--- config.mk ---
export PLATFORM = sky130hd
export DESIGN_NAME = ex_alu_arb_flat
export DESIGN_NICKNAME = d
export VERILOG_FILES = /design/src/rtl/ex_alu_arb_if.sv /design/src/rtl/ex_alu_arb.sv /design/src/flat_wrapper.sv
export SDC_FILE = /design/constraint.sdc
export NUM_CORES = 1
export LEC_CHECK = 0
export CORE_MARGIN = 2
export CORE_UTILIZATION = 35
export CTS_CLUSTER_DIAMETER = 40
export CTS_CLUSTER_SIZE = 24
export DETAILED_ROUTE_END_ITERATION = 6
export PLACE_DENSITY = 0.88
export SETUP_SLACK_MARGIN = 0.05
export SLEW_MARGIN = 20
export SYNTH_ARGS = -nofsm -noshare
export SYNTH_HDL_FRONTEND = slang
export SYNTH_SLANG_ARGS = --single-unit
--- constraint.sdc ---
create_clock -name clk -period 1.5 [get_ports clk]
set_input_delay 0.3 -clock clk [delete_from_list [all_inputs] [get_ports clk]]
set_output_delay 0.3 -clock clk [all_outputs]
set_load 0.01 [all_outputs]
--- src/rtl/ex_alu_arb_if.sv ---
// Bus bundle for ex_alu_arb: packed request fan-in, ALU drive/return and response port.
// The slave modport is the arbiter's view; master is the issue/ALU/consumer side.
interface ex_alu_arb_if #(
  parameter int NREQ   = 2,
  parameter int OP_W   = 8,
  parameter int SEL_W  = 3,
  parameter int DATA_W = 32,
  parameter int ADDR_W = 5
);
  localparam int ID_W = (NREQ > 1) ? $clog2(NREQ) : 1;

  logic [NREQ-1:0]        req_valid_i;
  logic [NREQ-1:0]        req_ready_o;
  logic [NREQ*OP_W-1:0]   req_aluop_i;
  logic [NREQ*SEL_W-1:0]  req_alusel_i;
  logic [NREQ*DATA_W-1:0] req_reg1_i;
  logic [NREQ*DATA_W-1:0] req_reg2_i;
  logic [NREQ*ADDR_W-1:0] req_wd_i;
  logic [NREQ-1:0]        req_wreg_i;

  logic [OP_W-1:0]        alu_aluop_o;
  logic [SEL_W-1:0]       alu_alusel_o;
  logic [DATA_W-1:0]      alu_reg1_o;
  logic [DATA_W-1:0]      alu_reg2_o;
  logic [ADDR_W-1:0]      alu_wd_o;
  logic                   alu_wreg_o;
  logic [ADDR_W-1:0]      alu_wd_i;
  logic                   alu_wreg_i;
  logic [DATA_W-1:0]      alu_wdata_i;

  logic                   rsp_valid_o;
  logic                   rsp_ready_i;
  logic [ID_W-1:0]        rsp_id_o;
  logic [ADDR_W-1:0]      rsp_wd_o;
  logic                   rsp_wreg_o;
  logic [DATA_W-1:0]      rsp_wdata_o;
  logic                   busy_o;

  modport slave (
    input  req_valid_i, req_aluop_i, req_alusel_i, req_reg1_i, req_reg2_i, req_wd_i, req_wreg_i,
    output req_ready_o,
    output alu_aluop_o, alu_alusel_o, alu_reg1_o, alu_reg2_o, alu_wd_o, alu_wreg_o,
    input  alu_wd_i, alu_wreg_i, alu_wdata_i,
    output rsp_valid_o, rsp_id_o, rsp_wd_o, rsp_wreg_o, rsp_wdata_o,
    input  rsp_ready_i,
    output busy_o
  );

  modport master (
    output req_valid_i, req_aluop_i, req_alusel_i, req_reg1_i, req_reg2_i, req_wd_i, req_wreg_i,
    input  req_ready_o,
    input  alu_aluop_o, alu_alusel_o, alu_reg1_o, alu_reg2_o, alu_wd_o, alu_wreg_o,
    output alu_wd_i, alu_wreg_i, alu_wdata_i,
    input  rsp_valid_o, rsp_id_o, rsp_wd_o, rsp_wreg_o, rsp_wdata_o,
    output rsp_ready_i,
    input  busy_o
  );
endinterface

--- src/rtl/ex_alu_arb.sv ---
// Shares one combinational execute ALU between NREQ requesters, one op in flight (IDLE->EXEC->RESP).
// Define ALU_ARB_FIXED_PRIO_EN for fixed lowest-index priority instead of round-robin.
module ex_alu_arb #(
  parameter int NREQ   = 2,
  parameter int OP_W   = 8,
  parameter int SEL_W  = 3,
  parameter int DATA_W = 32,
  parameter int ADDR_W = 5
) (
  input logic         clk,
  input logic         rst,
  ex_alu_arb_if.slave bus
);
  localparam int ID_W = (NREQ > 1) ? $clog2(NREQ) : 1;

  typedef enum logic [1:0] {IDLE, EXEC, RESP} state_e;

  state_e            state_q, state_d;
  logic              grant_vld;
  logic [ID_W-1:0]   grant_idx;
  logic [NREQ-1:0]   req_ready;
  logic              accept;
  logic              exec;

  logic [OP_W-1:0]   op_q;
  logic [SEL_W-1:0]  sel_q;
  logic [DATA_W-1:0] reg1_q, reg2_q;
  logic [ADDR_W-1:0] wd_q;
  logic              wreg_q;
  logic [ID_W-1:0]   id_q;

  logic              rsp_valid_q;
  logic [ID_W-1:0]   rsp_id_q;
  logic [ADDR_W-1:0] rsp_wd_q;
  logic              rsp_wreg_q;
  logic [DATA_W-1:0] rsp_wdata_q;

`ifdef ALU_ARB_FIXED_PRIO_EN
  always_comb begin
    grant_vld = 1'b0;
    grant_idx = '0;
    // Scan downward so the lowest valid index is the last (winning) assignment.
    for (int k = NREQ - 1; k >= 0; k--) begin
      if (bus.req_valid_i[k]) begin
        grant_vld = 1'b1;
        grant_idx = ID_W'(k);
      end
    end
  end
`else
  logic [ID_W-1:0] ptr_q;
  logic [ID_W-1:0] cand;

  always_comb begin
    // NOTE: every combinational output gets a default first so no path leaves it unassigned (no latch).
    grant_vld = 1'b0;
    grant_idx = '0;
    cand      = '0;
    // Walk from the farthest candidate back to ptr+1; the nearest valid one after the pointer wins.
    for (int k = NREQ; k >= 1; k--) begin
      cand = ID_W'((int'(ptr_q) + k) % NREQ);
      if (bus.req_valid_i[cand]) begin
        grant_vld = 1'b1;
        grant_idx = cand;
      end
    end
  end
`endif

  always_ff @(posedge clk or negedge rst) begin
    if (!rst) state_q <= IDLE;
    else      state_q <= state_d;
  end

  always_comb begin
    state_d   = state_q;
    req_ready = '0;
    unique case (state_q)
      IDLE: if (grant_vld) begin
        req_ready[grant_idx] = 1'b1;
        state_d              = EXEC;
      end
      EXEC:    state_d = RESP;
      RESP:    if (bus.rsp_ready_i) state_d = IDLE;
      default: state_d = IDLE;
    endcase
  end

  assign accept = (state_q == IDLE) && grant_vld;
  assign exec   = (state_q == EXEC);

  // NOTE: sequential state uses non-blocking assignments so every register samples pre-edge values.
  // NOTE: the operand latch is a handful of flops, not a memory, so it is reset along with everything else.
  always_ff @(posedge clk or negedge rst) begin
    if (!rst) begin
      op_q        <= '0;
      sel_q       <= '0;
      reg1_q      <= '0;
      reg2_q      <= '0;
      wd_q        <= '0;
      wreg_q      <= 1'b0;
      id_q        <= '0;
      rsp_valid_q <= 1'b0;
      rsp_id_q    <= '0;
      rsp_wd_q    <= '0;
      rsp_wreg_q  <= 1'b0;
      rsp_wdata_q <= '0;
`ifndef ALU_ARB_FIXED_PRIO_EN
      ptr_q       <= ID_W'(NREQ - 1);
`endif
    end else begin
      if (accept) begin
        op_q   <= bus.req_aluop_i[grant_idx*OP_W +: OP_W];
        sel_q  <= bus.req_alusel_i[grant_idx*SEL_W +: SEL_W];
        reg1_q <= bus.req_reg1_i[grant_idx*DATA_W +: DATA_W];
        reg2_q <= bus.req_reg2_i[grant_idx*DATA_W +: DATA_W];
        wd_q   <= bus.req_wd_i[grant_idx*ADDR_W +: ADDR_W];
        wreg_q <= bus.req_wreg_i[grant_idx];
        id_q   <= grant_idx;
`ifndef ALU_ARB_FIXED_PRIO_EN
        ptr_q  <= grant_idx;
`endif
      end
      if (exec) begin
        rsp_valid_q <= 1'b1;
        rsp_id_q    <= id_q;
        rsp_wd_q    <= bus.alu_wd_i;
        rsp_wreg_q  <= bus.alu_wreg_i;
        rsp_wdata_q <= bus.alu_wdata_i;
      end else if ((state_q == RESP) && bus.rsp_ready_i) begin
        rsp_valid_q <= 1'b0;
      end
    end
  end

  // The ALU sees zeros except during the single EXEC cycle.
  assign bus.alu_aluop_o  = exec ? op_q   : '0;
  assign bus.alu_alusel_o = exec ? sel_q  : '0;
  assign bus.alu_reg1_o   = exec ? reg1_q : '0;
  assign bus.alu_reg2_o   = exec ? reg2_q : '0;
  assign bus.alu_wd_o     = exec ? wd_q   : '0;
  assign bus.alu_wreg_o   = exec & wreg_q;

  assign bus.req_ready_o  = req_ready;
  assign bus.rsp_valid_o  = rsp_valid_q;
  assign bus.rsp_id_o     = rsp_id_q;
  assign bus.rsp_wd_o     = rsp_wd_q;
  assign bus.rsp_wreg_o   = rsp_wreg_q;
  assign bus.rsp_wdata_o  = rsp_wdata_q;
  assign bus.busy_o       = (state_q != IDLE);
endmodule

--- src/flat_wrapper.sv ---
// flat-port wrapper written by rule: the top's interface ports become plain ports
module ex_alu_arb_flat 
#(
  parameter int NREQ   = 2,
  parameter int OP_W   = 8,
  parameter int SEL_W  = 3,
  parameter int DATA_W = 32,
  parameter int ADDR_W = 5
)
  (clk, rst, bus_req_valid_i, bus_req_aluop_i, bus_req_alusel_i, bus_req_reg1_i, bus_req_reg2_i, bus_req_wd_i, bus_req_wreg_i, bus_req_ready_o, bus_alu_aluop_o, bus_alu_alusel_o, bus_alu_reg1_o, bus_alu_reg2_o, bus_alu_wd_o, bus_alu_wreg_o, bus_alu_wd_i, bus_alu_wreg_i, bus_alu_wdata_i, bus_rsp_valid_o, bus_rsp_id_o, bus_rsp_wd_o, bus_rsp_wreg_o, bus_rsp_wdata_o, bus_rsp_ready_i, bus_busy_o);
  ex_alu_arb_if #(.NREQ(NREQ), .OP_W(OP_W), .SEL_W(SEL_W), .DATA_W(DATA_W), .ADDR_W(ADDR_W)) bus_i ();
  input logic clk;
  input logic rst;
  input wire logic [$bits(bus_i.req_valid_i)-1:0] bus_req_valid_i;
  input wire logic [$bits(bus_i.req_aluop_i)-1:0] bus_req_aluop_i;
  input wire logic [$bits(bus_i.req_alusel_i)-1:0] bus_req_alusel_i;
  input wire logic [$bits(bus_i.req_reg1_i)-1:0] bus_req_reg1_i;
  input wire logic [$bits(bus_i.req_reg2_i)-1:0] bus_req_reg2_i;
  input wire logic [$bits(bus_i.req_wd_i)-1:0] bus_req_wd_i;
  input wire logic [$bits(bus_i.req_wreg_i)-1:0] bus_req_wreg_i;
  output wire logic [$bits(bus_i.req_ready_o)-1:0] bus_req_ready_o;
  output wire logic [$bits(bus_i.alu_aluop_o)-1:0] bus_alu_aluop_o;
  output wire logic [$bits(bus_i.alu_alusel_o)-1:0] bus_alu_alusel_o;
  output wire logic [$bits(bus_i.alu_reg1_o)-1:0] bus_alu_reg1_o;
  output wire logic [$bits(bus_i.alu_reg2_o)-1:0] bus_alu_reg2_o;
  output wire logic [$bits(bus_i.alu_wd_o)-1:0] bus_alu_wd_o;
  output wire logic [$bits(bus_i.alu_wreg_o)-1:0] bus_alu_wreg_o;
  input wire logic [$bits(bus_i.alu_wd_i)-1:0] bus_alu_wd_i;
  input wire logic [$bits(bus_i.alu_wreg_i)-1:0] bus_alu_wreg_i;
  input wire logic [$bits(bus_i.alu_wdata_i)-1:0] bus_alu_wdata_i;
  output wire logic [$bits(bus_i.rsp_valid_o)-1:0] bus_rsp_valid_o;
  output wire logic [$bits(bus_i.rsp_id_o)-1:0] bus_rsp_id_o;
  output wire logic [$bits(bus_i.rsp_wd_o)-1:0] bus_rsp_wd_o;
  output wire logic [$bits(bus_i.rsp_wreg_o)-1:0] bus_rsp_wreg_o;
  output wire logic [$bits(bus_i.rsp_wdata_o)-1:0] bus_rsp_wdata_o;
  input wire logic [$bits(bus_i.rsp_ready_i)-1:0] bus_rsp_ready_i;
  output wire logic [$bits(bus_i.busy_o)-1:0] bus_busy_o;
  assign bus_i.req_valid_i = bus_req_valid_i;
  assign bus_i.req_aluop_i = bus_req_aluop_i;
  assign bus_i.req_alusel_i = bus_req_alusel_i;
  assign bus_i.req_reg1_i = bus_req_reg1_i;
  assign bus_i.req_reg2_i = bus_req_reg2_i;
  assign bus_i.req_wd_i = bus_req_wd_i;
  assign bus_i.req_wreg_i = bus_req_wreg_i;
  assign bus_req_ready_o = bus_i.req_ready_o;
  assign bus_alu_aluop_o = bus_i.alu_aluop_o;
  assign bus_alu_alusel_o = bus_i.alu_alusel_o;
  assign bus_alu_reg1_o = bus_i.alu_reg1_o;
  assign bus_alu_reg2_o = bus_i.alu_reg2_o;
  assign bus_alu_wd_o = bus_i.alu_wd_o;
  assign bus_alu_wreg_o = bus_i.alu_wreg_o;
  assign bus_i.alu_wd_i = bus_alu_wd_i;
  assign bus_i.alu_wreg_i = bus_alu_wreg_i;
  assign bus_i.alu_wdata_i = bus_alu_wdata_i;
  assign bus_rsp_valid_o = bus_i.rsp_valid_o;
  assign bus_rsp_id_o = bus_i.rsp_id_o;
  assign bus_rsp_wd_o = bus_i.rsp_wd_o;
  assign bus_rsp_wreg_o = bus_i.rsp_wreg_o;
  assign bus_rsp_wdata_o = bus_i.rsp_wdata_o;
  assign bus_i.rsp_ready_i = bus_rsp_ready_i;
  assign bus_busy_o = bus_i.busy_o;
  ex_alu_arb #(.NREQ(NREQ), .OP_W(OP_W), .SEL_W(SEL_W), .DATA_W(DATA_W), .ADDR_W(ADDR_W)) u_core (.clk(clk), .rst(rst), .bus(bus_i));
endmodule
Yosys cells after proc, flatten, opt, wreduce, memory -nomap -nowiden
Index checks and enable logic that the tools add are counted.
{"block": "word_totals", "register_bits": 125, "inputBits": 205, "out_inout_bits": 124}
{"block": "classes", "n_mul": 2, "eq_ne": 4, "bitwise": 1, "shift": 5, "n_lt_le_gt_ge": 4, "muxes": 24, "reduce_logical": 7, "addsub": 2}
{"operator": "64-bit by 7-bit indexed part select with 32-bit output", "n": 2}
{"operator": "32-bit 2-to-1 mux", "n": 2}
{"operator": "16-bit by 5-bit indexed part select with 8-bit output", "n": 1}
{"operator": "1-bit 2-to-1 mux", "n": 13}
{"operator": "10-bit by 5-bit indexed part select with 5-bit output", "n": 1}
{"operator": "2-bit 2-to-1 mux", "n": 4}
{"operator": "8-bit 2-to-1 mux", "n": 1}
{"operator": "1-bit by 2-bit < comparator with 1-bit output, second input constant", "n": 3}
{"operator": "2-bit case mux with 3 select lines", "n": 1}
{"operator": "6-bit by 4-bit indexed part select with 3-bit output", "n": 1}
{"operator": "5-bit 2-to-1 mux", "n": 1}
{"operator": "1-bit by 3-bit multiplier with 4-bit output, second input constant", "n": 1}
{"operator": "2-bit nonzero test", "n": 2}
{"operator": "1-bit logical AND", "n": 3}
{"operator": "1-bit by 2-bit multiplier with 3-bit output, second input constant", "n": 1}
{"operator": "3-bit 2-to-1 mux", "n": 1}
{"operator": "1-bit adder, second input constant", "n": 2}
{"operator": "2-bit by 1-bit == test with 1-bit output, second input constant", "n": 1}
{"operator": "2-bit == test, second input constant", "n": 1}
{"operator": "2-bit zero test", "n": 1}
{"operator": "2-bit by 1-bit != test with 1-bit output, second input constant", "n": 1}
{"operator": "2-bit != test, second input constant", "n": 1}
{"operator": "2-bit AND reduction", "n": 1}
{"operator": "1-bit AND", "n": 1}
{"operator": "2 further kinds", "n": 2}

Longest topological paths before layout
Gate-level depths: netlist of run 1.
{"block": "logic_depth", "ltp_word": 11, "ltp_mapped": 6, "mapped_depth_nobuf": 4}

Least setup slack after synthesis of run 1
OpenSTA, ideal clock, no wires.
{"block": "synth_timing", "path_type": "reg-to-output", "start": "reg u_core.state_q[1]", "end": "out bus_req_ready_o[1]", "slack_ns": 0.012, "t_arrival_ns": 1.188, "stages_incl_launch_ff": 6, "path_buffers": 2, "path_cell_list": "dfrtp_1 -> nor2_2 -> buf_4 -> buf_4 -> inv_2 -> nor2_1"}
{"block": "synth_via", "elab_chain_len": 2}
{"element": "start, declared", "line": "ex_alu_arb.sv:18", "source": "state_e state_q, state_d;"}
{"element": "start signal, assigned", "line": "ex_alu_arb.sv:72", "source": "else state_q <= state_d;"}
{"element": "2-bit zero test", "line": "ex_alu_arb.sv:78", "source": "unique case (state_q)"}
{"element": "2-bit 2-to-1 mux", "line": "ex_alu_arb.sv:78"}
{"element": "end, declared", "line": "flat_wrapper.sv:21", "source": "output wire logic [$bits(bus_i.req_ready_o)-1:0] bus_req_ready_o;"}
Every way passes these cells.

Worst setup path in the final report of run 1
{"block": "layout_timing", "start": "reg u_core.state_q[1]", "end": "out bus_alu_wreg_o"}
{"block": "layout_via", "elab_chain_len": 2}
{"element": "2-bit by 1-bit == test with 1-bit output", "line": "ex_alu_arb.sv:90", "source": "assign exec = (state_q == EXEC);"}
{"element": "1-bit AND", "line": "ex_alu_arb.sv:142", "source": "assign bus.alu_wreg_o = exec & wreg_q;"}
{"element": "end, declared", "line": "flat_wrapper.sv:27", "source": "output wire logic [$bits(bus_i.alu_wreg_o)-1:0] bus_alu_wreg_o;"}
Every way passes these cells.

==> results of run 1 <==
## repair_timing
item	4_1_cts	5_1_grt
hold endpoints to repair	28	0
hold buffers	1	0
resized for setup	411	164
pin swaps	16	32
buffers inserted	23	22
setup endpoints to repair	233	247
gates cloned	19	7
## cell families (layout without fill, tap and decap cells)
group / after synthesis / count (layout) / share of synthesized area, %
buffers and inverters: 52 / 448 / 5.14
muxes: 39 / 39 / 7.51
other: 0 / 2 / 0
DFF: 125 / 125 / 53.5
and+or+nand+nor: 187 / 188 / 18.7
AOI/OAI and AO/OA: 104 / 104 / 15.1
## cell usage in the layout, fill, tap and decap left out, types with 17 or more instances in the layout
| cell | n |
|---|---|
| buf_2 | 33 |
| nand2_1 | 32 |
| a21oi_1 | 17 |
| buf_4 | 21 |
| dfrtp_1 | 124 |
| mux2_2 | 30 |
| buf_6 | 65 |
| buf_12 | 29 |
| clkdlybuf4s50_1 | 203 |
| dlymetal6s2s_1 | 40 |
| and2_4 | 45 |
| and3_1 | 64 |
| a221o_1 | 65 |
| and2_1 | 36 |
| clkbuf_16 | 22 |
## through the flow
stage | hold slack [ns] | power, uW | std cells
after floorplan | 0.00441 | 10700 | 507
after CTS | 0.326 | 22400 | 1108
final | 0.327 | 23900 | 1126
after global routing | 0.344 | 24900 | 1124
after detailed placement | 0.212 | 15400 | 1033
after global placement | 0.215 | 15100 | 1033
## worst reg2reg max path: stages, from the launching register on
cell and delay (ns):
dfrtp_1 0.41, buf_6 0.14, nor2_4 0.11, buf_6 0.11, buf_6 0.10, buf_12 0.10, nand2_8 0.05, buf_12 0.14
buf_12 0.13, buf_16 0.13, a221o_1 0.32
## flip-flops by register name (all words and copies together) (netlist names)
register                flops
u_core.bus.rsp_wdata_o     32
u_core.reg1_q              32
u_core.reg2_q              32
u_core.op_q                 8
u_core.bus.rsp_wd_o         5
u_core.wd_q                 5
u_core.sel_q                3
u_core.state_q              2
u_core.bus.rsp_id_o         1
u_core.bus.rsp_valid_o      1
u_core.bus.rsp_wreg_o       1
u_core.id_q                 1
u_core.ptr_q                1
u_core.wreg_q               1
## power by group through the flow
stage | logic, uW | clock network, uW | registers, uW
2_1_floorplan | 4650 | 0 | 6040
3_3_place_gp | 9170 | 0 | 5920
3_5_place_dp | 9380 | 0 | 6020
4_1_cts | 11800 | 4590 | 6000
5_1_grt | 13900 | 4740 | 6240
6_report | 13200 | 4540 | 6090
## layer usage
metal / global-route usage (%) / up-vias / part of all wire (%)
li1: - / 2648 / -
met5: 0 / - / 0
met1: 33.6 / 2940 / 39
met2: 46.3 / 286 / 51
met4: 9.69 / 0 / 3.1
met3: 5.59 / 58 / 6.6
## worst max-delay path by stage
| stage | startpoint | endpoint | slack (ns) | cells past startpoint |
|---|---|---|---|---|
| 6_report | u_core.state_q[1] | bus_alu_wreg_o | -0.41 | 6 |
| 2_1_floorplan | u_core.state_q[0] | bus_alu_aluop_o[7] | 0.03 | 4 |
| 5_1_grt | u_core.state_q[1] | bus_alu_wreg_o | -0.47 | 6 |
| 3_5_place_dp | bus_req_valid_i[1] | bus_req_ready_o[1] | -0.58 | 4 |
| 4_1_cts | u_core.state_q[1] | bus_req_ready_o[0] | -0.44 | 6 |
| 3_3_place_gp | bus_req_valid_i[1] | bus_req_ready_o[1] | -0.57 | 4 |
## layout make-up
type | count | area (um2) | share of cell area (%)
diodes | 2 | 5.00 | 0.0438
clock buffers | 18 | 439 | 3.84
clock inverters | 14 | 205 | 1.80
inverters | 3 | 26.3 | 0.230
multi-input cells | 331 | 2680 | 23.5
flip-flops and latches | 125 | 3130 | 27.4
well taps | 220 | 275 | 2.41
repair buffers | 411 | 4630 | 40.5
repair inverters | 2 | 32.5 | 0.285
==> key figures, run 1 <==
Cells and area
  – FILL cells: 1161
  – Design area: 11400 um2
  – Layout cells sized above 1: 32.6%
  – Area Overhead vs Synth: 95.5%
  – Final core occ: 69.4%
  – # nets final: 1096

Power and ir drop
  – P_int: 15700 uW
  – Clock share of power: 19.0%
  – Sw Ratio: 34.4%
  – Switch Pwr: 8220 uW
  – Leakage: 0.00557 uW
  – Logic pwr share: 55.5%
  – Peak supply drop: 972 uV
  – Flop pwr share: 25.5%
  – Pwr Density: 2090 nW/um2

Global routing
  – Antenna violations before repair: 1
  – First-pass GRT wire length: 35900 um
  – GRT Util Overall: 26.9%
  – Largest net degree at the start of global routing: 52
  – Number of global-route vias before repair: 6073
  – GRT overflow: 0

STA
  – Setup TNS: -61.44 ns
  – Hold Fails Final Rpt: 0
  – Final setup fails: 205
  – Max-slew headroom: 74.0%
  – Period Utilization, post-route: 127%
  – PnR worst setup slack: -0.406 ns
  – Tmin final: 1.91 ns
  – Fmax: 525 MHz
  – Worst Tran Pin Value: 0.391 ns
  – RSZ-0062 raised after global routing: true
  – Fin Clk Skew: 0.0114 ns
  – Slew Viols, Final: 0

Job
  – Number of max-cap violations: 0

Setup path
  – Worst path buffer plus inverter count: 4
  – FF-to-FF path depth: 10
  – R2R Path End: u_core.reg1_q[8]
  – Delay of the slowest critical-path stage: 0.41 ns
  – Arrival time at the worst endpoint: 1.61 ns
  – Worst r2r src: u_core.state_q[1]
  – Critical path type: reg -> out
  – Worst path slowest cell: dfrtp_1
  – Reg2Reg Setup Slack: -0.37 ns
  – Cell breakdown of the critical path: nor2b_4 > buf_12 > buf_12 > buf_6 > and2_4 > buf_6
  – Worst Path Required: 1.20 ns
  – Worst setup EP type: output port
  – CP delay by family, top: buffers and inverters
  – Startpoint types: flop
  – Largest fanout on the critical path: 6

Clock network
  – CTS Sinks: 125
  – Worst-Skew Late Latency: 0.42 ns
  – TritonCTS buffer count: 17
  – Max Buffers Root-to-Sink: 2
  – CTS tree: yes
  – H-Tree Depth: 4
  – CTS root buf: clkbuf_16
  – Clock slew at reported path FFs: 0.06 ns

Route
  – Routed length per instance: 22.5 um
  – Antenna-violating nets left: 0
  – Final wirelength: 25300 um
  – Via count: 5932
  – DRT Pass-1 Iters: 5
  – Avg Vias per Cell: 5.27
  – DRC: 0
  – 1st-iter DRT viols: 384

Place
  – Placed cell area: 9450 um2
  – RD Place Congestion: 0.793
  – Detailed Place HPWL: 14700 um
  – Buffers on Ports: 328
  – Post-Place Worst Slack: -0.576 ns

Outcome
  – Status: complete, but fails checks
  – Failing checks: setup timing

Synth
  – Cell taking the most area after synthesis: dfrtp_1
  – EDFF count, synth: 0
  – Share of the synthesized area in the top cell type: 53.1%
  – Mean Syn Cell Area: 11.5 um2
  – Synth Cell Area: 5850 um2
  – Ys async rst share: 100%
  – Most numerous cell in the Yosys netlist: dfrtp_1
  – Post-synthesis sequential area ratio: 53.5%
  – Area contributors post-synth: dfrtp_1 53%, a221o_1 11%, and2_1 8.7%
  – Synth Net Count: 712
  – Post-synth top cells: 124 x dfrtp_1, 81 x and2_1, 65 x a221o_1, 65 x and3_1, 32 x nand2_1
  – Synth Register Bits: 125
  – Number of synthesis warnings: 0
  – Cells after Synth: 507
  – Top FF cell, synth: dfrtp_1
  – Unique masters post-synth: 27

Floorplan
  – Core Rows: 47
  – Area of the core: 16500 um2
  – Die Area: 17800 um2
  – Die X-Extent: 133 um
  – Die H: 133 um
  – Initial Utilization: 35.5%
  – I/O pin cnt: 329

Worst hold path
  – Hold Path Class: in -> async
Power figures use the tool's default switching activity.
==> inputs of run 2 (changes only) <==
clock period = 1.54 ns   (was 1.5 ns; I/O delays follow)
==> run 2 against run 1 <==
The run still ends with setup timing left. Global-route usage up 0.51 points. Cell area rose by 0.48%. Sequential power decreased by 1%. Sequential share of layout area down 0.13 points. Clock power is 5.3% lower. Largest power group unchanged.
==> key figures, run 2 (synthesis gave the netlist of run 1 again) <==
Route
  – Final wirelength: 26500 um
  – DRT Pass-1 Iters: 5
  – DR WL met2: 13400 um
  – Antenna-violating nets left: 0
  – Metal-1 WL: 10300 um
  – Avg Vias per Cell: 5.39
  – WL met3: 1970 um
  – Top Metal Used: met4
  – 1st-iter DRT viols: 481
  – Via count: 6053
  – Routed length per instance: 23.6 um
  – DRC: 0

Global routing
  – First-pass GRT wire length: 36300 um
  – GRT overflow: 0
  – Number of global-route vias before repair: 6174
  – GRT Util Overall: 27.4%
  – Antenna violations before repair: 0
  – Largest net degree at the start of global routing: 66

Setup path
  – Worst Path Required: 1.23 ns
  – Startpoint types: flop
  – Worst setup EP type: output port
  – Arrival time at the worst endpoint: 1.63 ns
  – Critical path type: reg -> out
  – Largest fanout on the critical path: 21

Clock network
  – H-Tree Depth: 4
  – TritonCTS buffer count: 17
  – Max Buffers Root-to-Sink: 2
  – CTS tree: yes
  – Worst-Skew Late Latency: 0.42 ns
  – CTS root buf: clkbuf_16
  – CTS Sinks: 125
  – Clock slew at reported path FFs: 0.06 ns

Cells and area
  – Register area: 3130 um2
  – # diodes: 0
  – Most common cell after layout, fill and taps aside: clkdlybuf4s50_1
  – Most frequent cells in the layout: 203 x clkdlybuf4s50_1, 124 x dfrtp_1, 65 x and3_1, 65 x a221o_1, 59 x buf_6
  – # nets final: 1095
  – Layout cells sized above 1: 31.6%
  – FILL cells: 1138
  – Area Overhead vs Synth: 96.4%
  – Design area: 11500 um2
  – Area of the multi-input gates: 2670 um2

Outcome
  – Failing checks: setup timing
  – Status: complete, but fails checks

STA
  – RSZ-0062 raised after global routing: true
  – Tmin final: 1.94 ns
  – Final setup fails: 207
  – Hold Fails Final Rpt: 0
  – Period Utilization, post-route: 126%
  – Slew Viols, Final: 0
  – Hold slack: 0.367 ns
  – Worst Tran Pin Value: 0.422 ns
  – Fmax: 516 MHz
  – PnR worst setup slack: -0.398 ns
  – Max-slew headroom: 71.9%
  – Fin Clk Skew: 0.0110 ns

Power and ir drop
  – Peak supply drop: 1040 uV
  – Logic pwr share: 57.3%
  – Pwr Density: 2100 nW/um2
  – Switch Pwr: 8250 uW
  – Pwr Total: 24200 uW
  – Sw Ratio: 34.2%
  – P_int: 15900 uW
  – Leakage: 0.00567 uW
  – Clock share of power: 17.8%
  – Flop pwr share: 24.9%

Floorplan
  – Initial Utilization: 35.5%
  – Area of the core: 16500 um2
  – Core Rows: 47
  – Die X-Extent: 133 um
  – Die H: 133 um
  – Die Area: 17800 um2
  – I/O pin cnt: 329

Job
  – Number of max-cap violations: 0

Place
  – Detailed Place HPWL: 14700 um
  – RD Place Congestion: 0.808
  – Buffers on Ports: 328
  – Placed cell area: 9450 um2

Worst hold path
  – Hold Path Class: in -> async
[run 2: cell types whose count changed in the layout (fill, tap and decap cells not counted), sizes merged, moves of 2 or more]
cell      delta
inv          -2
diode        -2
clkinvlp     +2
buf          -4
[run 2: final cells by class]
cell class / count / area share (%)
Multi-Input combinational cell: 331 / 23.3
Timing Repair Buffer: 410 / 41.2
Tap cell: 220 / 2.40
Inverter: 3 / 0.207
Clock inverter: 14 / 1.68
Clock buffer: 18 / 3.74
Timing Repair inverter: 2 / 0.218
Sequential cell: 125 / 27.3
[run 2: stage by stage]
stage	setup TNS [ns]	setup WS [ns]	std cells	utilization (%)
final	-60.52	-0.398	1123	69.7
after global routing	-70.36	-0.457	1123	69.7
after CTS	-58.75	-0.413	1105	65.5
after detailed placement	-63.23	-0.560	1032	57.4
after global placement	-59.60	-0.521	1032	57.4
after floorplan	0	0.0587	507	-
[run 2: worst max-delay path: stages (launching register included)]
cell and delay (ns):
dfrtp_1 0.40, nor2b_4 0.16, buf_12 0.14, buf_12 0.15, and2_1 0.14, clkdlybuf4s15_2 0.22
[run 2: path summary, 6_finish.rpt]
| kind | start | to | slack (ns) | cells past startpoint |
|---|---|---|---|---|
| worst max register to register | u_core.state_q[1] | u_core.op_q[3] | -0.36 | 9 |
| max in group asynchronous | rst | u_core.bus.rsp_wdata_o[25] | 0.60 | 3 |
| min in group clk | bus_req_wd_i[6] | u_core.wd_q[1] | 0.45 | 3 |
| worst min register to register | u_core.bus.rsp_wreg_o | u_core.bus.rsp_wreg_o | 0.50 | 1 |
| worst min-delay path | rst | u_core.reg1_q[25] | 0.37 | 2 |
| worst max-delay path | u_core.state_q[1] | bus_alu_reg1_o[30] | -0.40 | 5 |
[run 2: metal layers]
metal  up-vias  track usage [%]
li1       2639                -
met1      3008             33.8
met2       338             45.8
met3        68             7.15
met4         0             11.6
met5         -                0
[run 2: what timing repair did]
| item | CTS | global route |
|---|---|---|
| setup buffers | 20 | 11 |
| hold endpoints to repair | 25 | 0 |
| setup endpoints to repair | 239 | 245 |
| pin swaps | 18 | 8 |
| hold buffers | 1 | 0 |
| gates cloned | 21 | 9 |
| resized for setup | 432 | 126 |
[run 2: power by group through the flow]
stage,Sequential (uW),Clock (uW),Combinational [uW]
after floorplan,5880,0,4530
after global placement,5820,0,8830
after detailed placement,5890,0,9090
after CTS,5900,4310,12200
after global routing,6150,4480,14400
final,6020,4300,13800
